## config.mk

```make
export PLATFORM = sky130hd
export DESIGN_NAME = vga_timing_gen_flat
export DESIGN_NICKNAME = d
export VERILOG_FILES = /design/src/rtl/vga_timing_gen_pkg.sv /design/src/rtl/vga_timing_gen_if.sv /design/src/rtl/vga_timing_gen_pixel_tick.sv /design/src/rtl/vga_timing_gen.sv /design/src/flat_wrapper.sv
export SDC_FILE = /design/constraint.sdc
export NUM_CORES = 1
export LEC_CHECK = 0
export BUFFER_PORTS_ARGS = -buffer_cell sky130_fd_sc_hd__buf_2
export CAP_MARGIN = 20
export CORE_AREA = 2 2 76 78
export DETAILED_ROUTE_END_ITERATION = 6
export DIE_AREA = 0 0 78 80
export GPL_ROUTABILITY_DRIVEN = 0
export GPL_TIMING_DRIVEN = 0
export PLACE_DENSITY = 0.65
export REMOVE_ABC_BUFFERS = 1
export SLEW_MARGIN = 40
export SYNTH_ARGS = -nofsm -noshare
export SYNTH_HDL_FRONTEND = slang
export SYNTH_SLANG_ARGS = --single-unit
```

## constraint.sdc

```tcl
create_clock -name clk_in -period 1.99 [get_ports clk_in]
set_input_delay 0.199 -clock clk_in [delete_from_list [all_inputs] [get_ports clk_in]]
set_output_delay 0.199 -clock clk_in [all_outputs]
set_load 0.02 [all_outputs]
```

## src/rtl/vga_timing_gen_pkg.sv

```systemverilog
`default_nettype none
// +----------------------------------------------------------------------------+
// | Package  : vga_pkg                                                         |
// | Purpose  : Shared 640x480@60 Hz timing constants, coordinate type and the  |
// |            colour constants used by the downstream colour stage.           |
// | Ports    : none (package)                                                  |
// | Revision : 1.0 - initial release                                           |
// +----------------------------------------------------------------------------+
package vga_pkg;

  // Coordinate width covers totals up to 1024
  localparam int unsigned COORD_W = 10;
  typedef logic [COORD_W-1:0] coord_t;

  // 640x480@60 Hz reference timing
  localparam int unsigned H_ACTIVE_640 = 640;
  localparam int unsigned H_FP_640     = 16;
  localparam int unsigned H_SYNC_640   = 96;
  localparam int unsigned H_BP_640     = 48;
  localparam int unsigned V_ACTIVE_480 = 480;
  localparam int unsigned V_FP_480     = 10;
  localparam int unsigned V_SYNC_480   = 2;
  localparam int unsigned V_BP_480     = 33;

  localparam int unsigned H_TOTAL_640 = H_ACTIVE_640 + H_FP_640 + H_SYNC_640 + H_BP_640;
  localparam int unsigned V_TOTAL_480 = V_ACTIVE_480 + V_FP_480 + V_SYNC_480 + V_BP_480;

  // Colour stage constants (4:4:4 RGB)
  localparam int unsigned COLOR_W = 12;
  typedef logic [COLOR_W-1:0] color_t;
  localparam color_t COLOR_BLACK = 12'h000;
  localparam color_t COLOR_WHITE = 12'hFFF;

  // Half-open window test: lo <= val < hi. Done at 32 bits so an upper
  // bound equal to 1024 does not wrap.
  function automatic logic in_range(input int unsigned val,
                                    input int unsigned lo,
                                    input int unsigned hi);
    return (val >= lo) && (val < hi);
  endfunction

endpackage
`default_nettype wire

```

## src/rtl/vga_timing_gen_if.sv

```systemverilog
`default_nettype none
// +----------------------------------------------------------------------------+
// | Interface : vga_timing_gen_if                                              |
// | Purpose   : Raster timing bundle from the timing generator to the colour   |
// |             stage.                                                         |
// | Signals   : pixel_tick   - one-clock pulse per pixel period                |
// |             current_row  - horizontal position (x)                         |
// |             current_line - vertical position (y)                           |
// |             enable       - active-video window                             |
// |             hsync/vsync  - delayed sync outputs                            |
// |             frame_start  - one-clock pulse at position (0,0)               |
// | Modports  : master (generator drives), slave (consumer reads)              |
// | Revision  : 1.0 - initial release                                          |
// +----------------------------------------------------------------------------+
interface vga_timing_gen_if;
  import vga_pkg::*;

  logic   pixel_tick;
  coord_t current_row;
  coord_t current_line;
  logic   enable;
  logic   hsync;
  logic   vsync;
  logic   frame_start;

  modport master (
    output pixel_tick, current_row, current_line, enable, hsync, vsync, frame_start
  );

  modport slave (
    input  pixel_tick, current_row, current_line, enable, hsync, vsync, frame_start
  );

endinterface
`default_nettype wire

```

## src/rtl/vga_timing_gen_pixel_tick.sv

```systemverilog
`default_nettype none
// +----------------------------------------------------------------------------+
// | Module   : vga_pixel_tick                                                  |
// | Purpose  : Clock-enable divider. Emits a registered one-cycle pulse every  |
// |            CLK_DIV clk_in cycles; with CLK_DIV=1 the pulse is constant.    |
// | Ports    : clk_in  - system clock                                          |
// |            rst_n   - synchronous active-low reset                          |
// |            o_tick  - pixel-rate enable pulse                               |
// | Revision : 1.0 - initial release                                           |
// +----------------------------------------------------------------------------+
module vga_pixel_tick #(
  parameter int unsigned CLK_DIV = 4
) (
  input  logic clk_in,
  input  logic rst_n,
  output logic o_tick
);

  localparam int unsigned DIV_W = (CLK_DIV > 1) ? $clog2(CLK_DIV) : 1;
  localparam logic [DIV_W-1:0] C_DIV_LAST = DIV_W'(CLK_DIV - 1);

  logic [DIV_W-1:0] r_div_cnt;
  logic             r_tick;

  // The tick is registered, so it appears the cycle after the count hits
  // its last value; the first tick after reset lands CLK_DIV edges later.
  always_ff @(posedge clk_in) begin
    if (!rst_n) begin
      r_div_cnt <= '0;
      r_tick    <= 1'b0;
    end else begin
      r_tick <= (r_div_cnt == C_DIV_LAST);
      if (r_div_cnt == C_DIV_LAST) begin
        r_div_cnt <= '0;
      end else begin
        r_div_cnt <= r_div_cnt + 1'b1;
      end
    end
  end

  assign o_tick = r_tick;

endmodule
`default_nettype wire

```

## src/rtl/vga_timing_gen.sv

```systemverilog
`default_nettype none
// +----------------------------------------------------------------------------+
// | Module   : vga_timing_gen                                                  |
// | Purpose  : VGA raster timing: pixel-rate divider, horizontal/vertical      |
// |            counters, active-video/sync decode and a sync delay line that   |
// |            aligns hsync/vsync with the colour stage's registered output.   |
// | Ports    : clk_in  - system clock                                          |
// |            rst_n   - synchronous active-low reset                          |
// |            bus     - vga_timing_gen_if.master (tick, coordinates, enable,  |
// |                      hsync, vsync, frame_start)                            |
// | Revision : 1.0 - initial release                                           |
// +----------------------------------------------------------------------------+
module vga_timing_gen
  import vga_pkg::*;
#(
  parameter int unsigned CLK_DIV    = 4,
  parameter int unsigned H_ACTIVE   = H_ACTIVE_640,
  parameter int unsigned H_FP       = H_FP_640,
  parameter int unsigned H_SYNC     = H_SYNC_640,
  parameter int unsigned H_BP       = H_BP_640,
  parameter int unsigned V_ACTIVE   = V_ACTIVE_480,
  parameter int unsigned V_FP       = V_FP_480,
  parameter int unsigned V_SYNC     = V_SYNC_480,
  parameter int unsigned V_BP       = V_BP_480,
  parameter logic        SYNC_POL   = 1'b0,
  parameter int unsigned SYNC_DELAY = 1
) (
  input  logic              clk_in,
  input  logic              rst_n,
  vga_timing_gen_if.master  bus
);

  localparam int unsigned H_TOTAL  = H_ACTIVE + H_FP + H_SYNC + H_BP;
  localparam int unsigned V_TOTAL  = V_ACTIVE + V_FP + V_SYNC + V_BP;
  localparam int unsigned HS_START = H_ACTIVE + H_FP;
  localparam int unsigned HS_END   = HS_START + H_SYNC;
  localparam int unsigned VS_START = V_ACTIVE + V_FP;
  localparam int unsigned VS_END   = VS_START + V_SYNC;

  localparam coord_t C_H_LAST = coord_t'(H_TOTAL - 1);
  localparam coord_t C_V_LAST = coord_t'(V_TOTAL - 1);

  logic   w_tick;
  coord_t r_h, r_v;
  coord_t w_h_nxt, w_v_nxt;
  logic   w_en_nxt, w_hs_nxt, w_vs_nxt, w_fs_nxt;

  coord_t r_row, r_line;
  logic   r_en, r_fs;
  logic   r_hs_raw, r_vs_raw;
  logic   w_hsync, w_vsync;

  vga_pixel_tick #(
    .CLK_DIV (CLK_DIV)
  ) u_pixel_tick (
    .clk_in  (clk_in),
    .rst_n   (rst_n),
    .o_tick  (w_tick)
  );

  // Position the counters will take on the next tick
  always_comb begin
    w_h_nxt = r_h + 1'b1;
    w_v_nxt = r_v;
    if (r_h == C_H_LAST) begin
      w_h_nxt = '0;
      if (r_v == C_V_LAST) begin
        w_v_nxt = '0;
      end else begin
        w_v_nxt = r_v + 1'b1;
      end
    end
  end

  // Decode from the new position so outputs change on the same edge as the counters
  always_comb begin
    w_en_nxt = (32'(w_h_nxt) < H_ACTIVE) && (32'(w_v_nxt) < V_ACTIVE);
    w_hs_nxt = in_range(32'(w_h_nxt), HS_START, HS_END) ? SYNC_POL : ~SYNC_POL;
    w_vs_nxt = in_range(32'(w_v_nxt), VS_START, VS_END) ? SYNC_POL : ~SYNC_POL;
    w_fs_nxt = (w_h_nxt == '0) && (w_v_nxt == '0);
  end

  // Counters start at the last position so the first tick steps onto (0,0);
  // the visible coordinate registers start at 0, hence the separate copies.
  always_ff @(posedge clk_in) begin
    if (!rst_n) begin
      r_h      <= C_H_LAST;
      r_v      <= C_V_LAST;
      r_row    <= '0;
      r_line   <= '0;
      r_en     <= 1'b0;
      r_fs     <= 1'b0;
      r_hs_raw <= ~SYNC_POL;
      r_vs_raw <= ~SYNC_POL;
    end else begin
      r_fs <= 1'b0;
      if (w_tick) begin
        r_h      <= w_h_nxt;
        r_v      <= w_v_nxt;
        r_row    <= w_h_nxt;
        r_line   <= w_v_nxt;
        r_en     <= w_en_nxt;
        r_fs     <= w_fs_nxt;
        r_hs_raw <= w_hs_nxt;
        r_vs_raw <= w_vs_nxt;
      end
    end
  end

  // Sync delay line runs at clk_in rate, independent of the pixel tick
  generate
    if (SYNC_DELAY == 0) begin : g_sync_direct
      assign w_hsync = r_hs_raw;
      assign w_vsync = r_vs_raw;
    end else begin : g_sync_delay
      logic [SYNC_DELAY-1:0] r_hs_dly;
      logic [SYNC_DELAY-1:0] r_vs_dly;

      always_ff @(posedge clk_in) begin
        if (!rst_n) begin
          r_hs_dly <= {SYNC_DELAY{~SYNC_POL}};
          r_vs_dly <= {SYNC_DELAY{~SYNC_POL}};
        end else begin
          r_hs_dly[0] <= r_hs_raw;
          r_vs_dly[0] <= r_vs_raw;
          for (int i = 1; i < int'(SYNC_DELAY); i++) begin
            r_hs_dly[i] <= r_hs_dly[i-1];
            r_vs_dly[i] <= r_vs_dly[i-1];
          end
        end
      end

      assign w_hsync = r_hs_dly[SYNC_DELAY-1];
      assign w_vsync = r_vs_dly[SYNC_DELAY-1];
    end
  endgenerate

  assign bus.pixel_tick   = w_tick;
  assign bus.current_row  = r_row;
  assign bus.current_line = r_line;
  assign bus.enable       = r_en;
  assign bus.frame_start  = r_fs;
  assign bus.hsync        = w_hsync;
  assign bus.vsync        = w_vsync;

endmodule
`default_nettype wire

```

## src/flat_wrapper.sv

```systemverilog
// flat-port wrapper written by rule: the top's interface ports become plain ports
module vga_timing_gen_flat import vga_pkg::*;
#(
  parameter int unsigned CLK_DIV    = 4,
  parameter int unsigned H_ACTIVE   = H_ACTIVE_640,
  parameter int unsigned H_FP       = H_FP_640,
  parameter int unsigned H_SYNC     = H_SYNC_640,
  parameter int unsigned H_BP       = H_BP_640,
  parameter int unsigned V_ACTIVE   = V_ACTIVE_480,
  parameter int unsigned V_FP       = V_FP_480,
  parameter int unsigned V_SYNC     = V_SYNC_480,
  parameter int unsigned V_BP       = V_BP_480,
  parameter logic        SYNC_POL   = 1'b0,
  parameter int unsigned SYNC_DELAY = 1
)
  (clk_in, rst_n, bus_pixel_tick, bus_current_row, bus_current_line, bus_enable, bus_hsync, bus_vsync, bus_frame_start);
  vga_timing_gen_if bus_i ();
  input  logic clk_in;
  input  logic rst_n;
  output wire logic [$bits(bus_i.pixel_tick)-1:0] bus_pixel_tick;
  output wire logic [$bits(bus_i.current_row)-1:0] bus_current_row;
  output wire logic [$bits(bus_i.current_line)-1:0] bus_current_line;
  output wire logic [$bits(bus_i.enable)-1:0] bus_enable;
  output wire logic [$bits(bus_i.hsync)-1:0] bus_hsync;
  output wire logic [$bits(bus_i.vsync)-1:0] bus_vsync;
  output wire logic [$bits(bus_i.frame_start)-1:0] bus_frame_start;
  assign bus_pixel_tick = bus_i.pixel_tick;
  assign bus_current_row = bus_i.current_row;
  assign bus_current_line = bus_i.current_line;
  assign bus_enable = bus_i.enable;
  assign bus_hsync = bus_i.hsync;
  assign bus_vsync = bus_i.vsync;
  assign bus_frame_start = bus_i.frame_start;
  vga_timing_gen #(.CLK_DIV(CLK_DIV), .H_ACTIVE(H_ACTIVE), .H_FP(H_FP), .H_SYNC(H_SYNC), .H_BP(H_BP), .V_ACTIVE(V_ACTIVE), .V_FP(V_FP), .V_SYNC(V_SYNC), .V_BP(V_BP), .SYNC_POL(SYNC_POL), .SYNC_DELAY(SYNC_DELAY)) u_core (.clk_in(clk_in), .rst_n(rst_n), .bus(bus_i));
endmodule
```

==> results.txt <==
Final Util - 0.485
Final ANT Viol Nets - 0
Setup TNS - 0 ns
Final setup violation count - 0
Final HPWL DP - 3.25 mm
Via-to-Cell Ratio - 5.52
CP Max Fanout - 7
Synth Instances - 286
most frequent cells in the layout - 30 x nand2_1, 28 x dfxtp_1, 26 x buf_2
final setup margin - 0.0467 ns
commonest non-fill, non-tap cell in the layout - nand2_1
Synth async-reset ratio - 0
Max Cap Viol - 0
DR DRC count - 0
Overflow after GRT - 0
Startpoint Class - register
Fin Hold WS - 0.366 ns
CTS sink cnt - 39
clk slew on worst S/H paths - 0.08 ns
largest net degree at the start of global routing - 39
CTS tree - built
filler cell count - 538
share of layout cells above drive strength 1 - 0.271
nets - 297
clk_lat worst skew - 0.30 ns
WL/cell - 14.4 um
Initial Util - 0.439
worst path cell trace - ha_4, and4_4, and3_4, nand3_2, xor2_2, o2111ai_2, nor4_2
global-route wire length before repair - 8.72 mm
Cells after DPL - 349
Crit Path Class - register to register
hold-fix buffers at CTS - 0
Cell Pwr Density - 721 nW/um^2
Worst path slowest cell - dfxtp_4
core area - 5410 sq um
Die X - 78 um
post-layout min period - 1.94 ns
final wirelength - 5.24 mm
post-synth cell types - 55
port bufs - 26
Worst Skew - 0.00446 ns
CTS Buf Count - 5
Slew @ Worst Pin - 0.555 ns
Slew Limit Fails - 0
DIE AREA - 6240 sq um
Hold Crit Class - input pin to register
Tot GR Track Use - 0.175
Max transition margin - 0.630
Pre-antenna DRT Iters - 4
initial antenna violation count - 0
Vias - 2,011
# H-tree levels - 2
status - finished clean
LEAKAGE - 0.00108 uW
CP Capture Type - register
synthesized flop and latch total - 39
Die Y - 80 um
Synth area leader - dfxtp_1
WHS Path Cells - 2
Layout Cells excl Fill - 364
peak supply drop - 0.000416 V
ant diodes - 0
Synth area leaders - dfxtp_1 33%, buf_4 4.7%, nand2_1 4.7%
area grow syn2layout - 10.6%
Worst path max stage delay - 0.39 ns
Final period util - 0.977
fmax - 515 MHz
Mean Syn Cell Area - 8.29 sq um
RSZ-0062 raised after global routing - true
initial drt markers - 136
io pins - 27
Final Hold Fails - 0
dpl ws - -0.547 ns
vias in the first global route - 1,827
sequential element share of the synthesized area - 0.329
EDFF count, synth - 0
worst path arrival time - 2.15 ns
CTS root buf - clkbuf_8
ys flop type - dfxtp_1
Reg2Reg Depth - 7
Row Count - 27
WP data required - 2.20 ns
Syn. warnings - 0
Clock Path Buffers - 2
mapped cell area - 2370 sq um
top cell type's share of synthesized area - 0.329
-- per-stage QoR --
step	power [uW]	area (sq um)
6_report	1890	2620
5_1_grt	1980	2620
4_1_cts	1870	2540
3_5_place_dp	1120	2310
3_3_place_gp	1120	2310
2_1_floorplan	1050	2090
-- cell families (layout without fill, tap and decap cells) --
logic type | Yosys count | in the layout | share of synthesized area
adder cells (fa/ha/maj) | 4 | 4 | 0.0211
multiplexers | 1 | 1 | 0.00422
flip-flops | 39 | 39 | 0.329
AND/OR/NAND/NOR | 125 | 125 | 0.294
AO/OA/AOI/OAI | 62 | 62 | 0.168
buffers and inverters | 40 | 46 | 0.128
XOR/XNOR | 15 | 15 | 0.0554
-- cells in the mapped netlist (3+ instances only) --
master and number:
ha_1 4, buf_2 3, nor2b_1 6, and4_1 3, a21boi_0 7, clkbuf_1 7
buf_4 15, buf_6 3, and2_1 6, nor4_1 3, xnor2_1 9, a211oi_1 4
a31oi_1 3, nand2_1 30, nand4_1 6, inv_1 4, o21ai_0 16, nor2_1 18
and3_1 9, clkbuf_8 7, o211ai_1 3, a21oi_1 14, dfxtp_1 39, xor2_1 6
nand3_1 18, nor3_1 8, o311ai_0 3
-- critical path, delay by kind of cell (launching register included) --
| kind | cells | cell delay, ns |
|---|---|---|
| compound gates | 1 | 0.18 |
| simple gates | 4 | 0.89 |
| flops | 1 | 0.39 |
| xor+xnor | 1 | 0.23 |
| fa+ha+maj | 1 | 0.16 |
-- area by class of cell --
cell class	instances	area (sq um)	area share
Clock buffer	6	82.6	0.0315
Inverter	5	18.8	0.00716
Clock inverter	2	35.0	0.0134
Tap cell	72	90.1	0.0344
Timing Repair Buffer	33	183	0.0697
Sequential cell	39	805	0.307
Multi-Input combinational cell	207	1410	0.537
-- final timing paths --
path | start | to | slack, ns
max | u_core.r_h[0]$_SDFFE_PN1P_ | u_core.bus.frame_start$_SDFF_PN0_ | 0.05
min | rst_n | u_core.r_h[8]$_SDFFE_PN1P_ | 0.37
max reg2reg | u_core.r_h[0]$_SDFFE_PN1P_ | u_core.bus.frame_start$_SDFF_PN0_ | 0.05
min reg2reg | u_core.u_pixel_tick.r_div_cnt[0]$_SDFF_PP0_ | u_core.u_pixel_tick.r_div_cnt[0]$_SDFF_PP0_ | 0.43
-- per-layer routing --
metal,up-vias,part of all wire,GRT usage
met2,48,0.46,0.279
met4,0,0.018,0.0632
met5,-,0,0
met3,11,0.046,0.0249
met1,940,0.47,0.242
li1,1012,-,-
-- registers in the layout, summed over array words and instances, names as in the netlist --
name,count
u_core.bus.current_line,10
u_core.bus.current_row,10
u_core.r_h,7
u_core.r_v,3
u_core.u_pixel_tick.r_div_cnt,2
u_core.bus.enable,1
u_core.bus.frame_start,1
u_core.bus.hsync,1
u_core.bus.vsync,1
u_core.r_hs_raw,1
u_core.r_vs_raw,1
u_core.u_pixel_tick.o_tick,1
-- power breakdown --
part | total (uW) | internal, uW | switching, uW
clock | 697 | 406 | 291
combinational | 360 | 158 | 201
sequential | 833 | 798 | 34.2
-- timing repair --
item / in CTS / in global routing
pin swaps: 3 / 7
gates resized for setup: 19 / 19
endpoints found under the setup margin: 22 / 15
hold endpoints to repair: 0 / 0
buffers inserted: 5 / 2
Power figures use the tool's default switching activity.
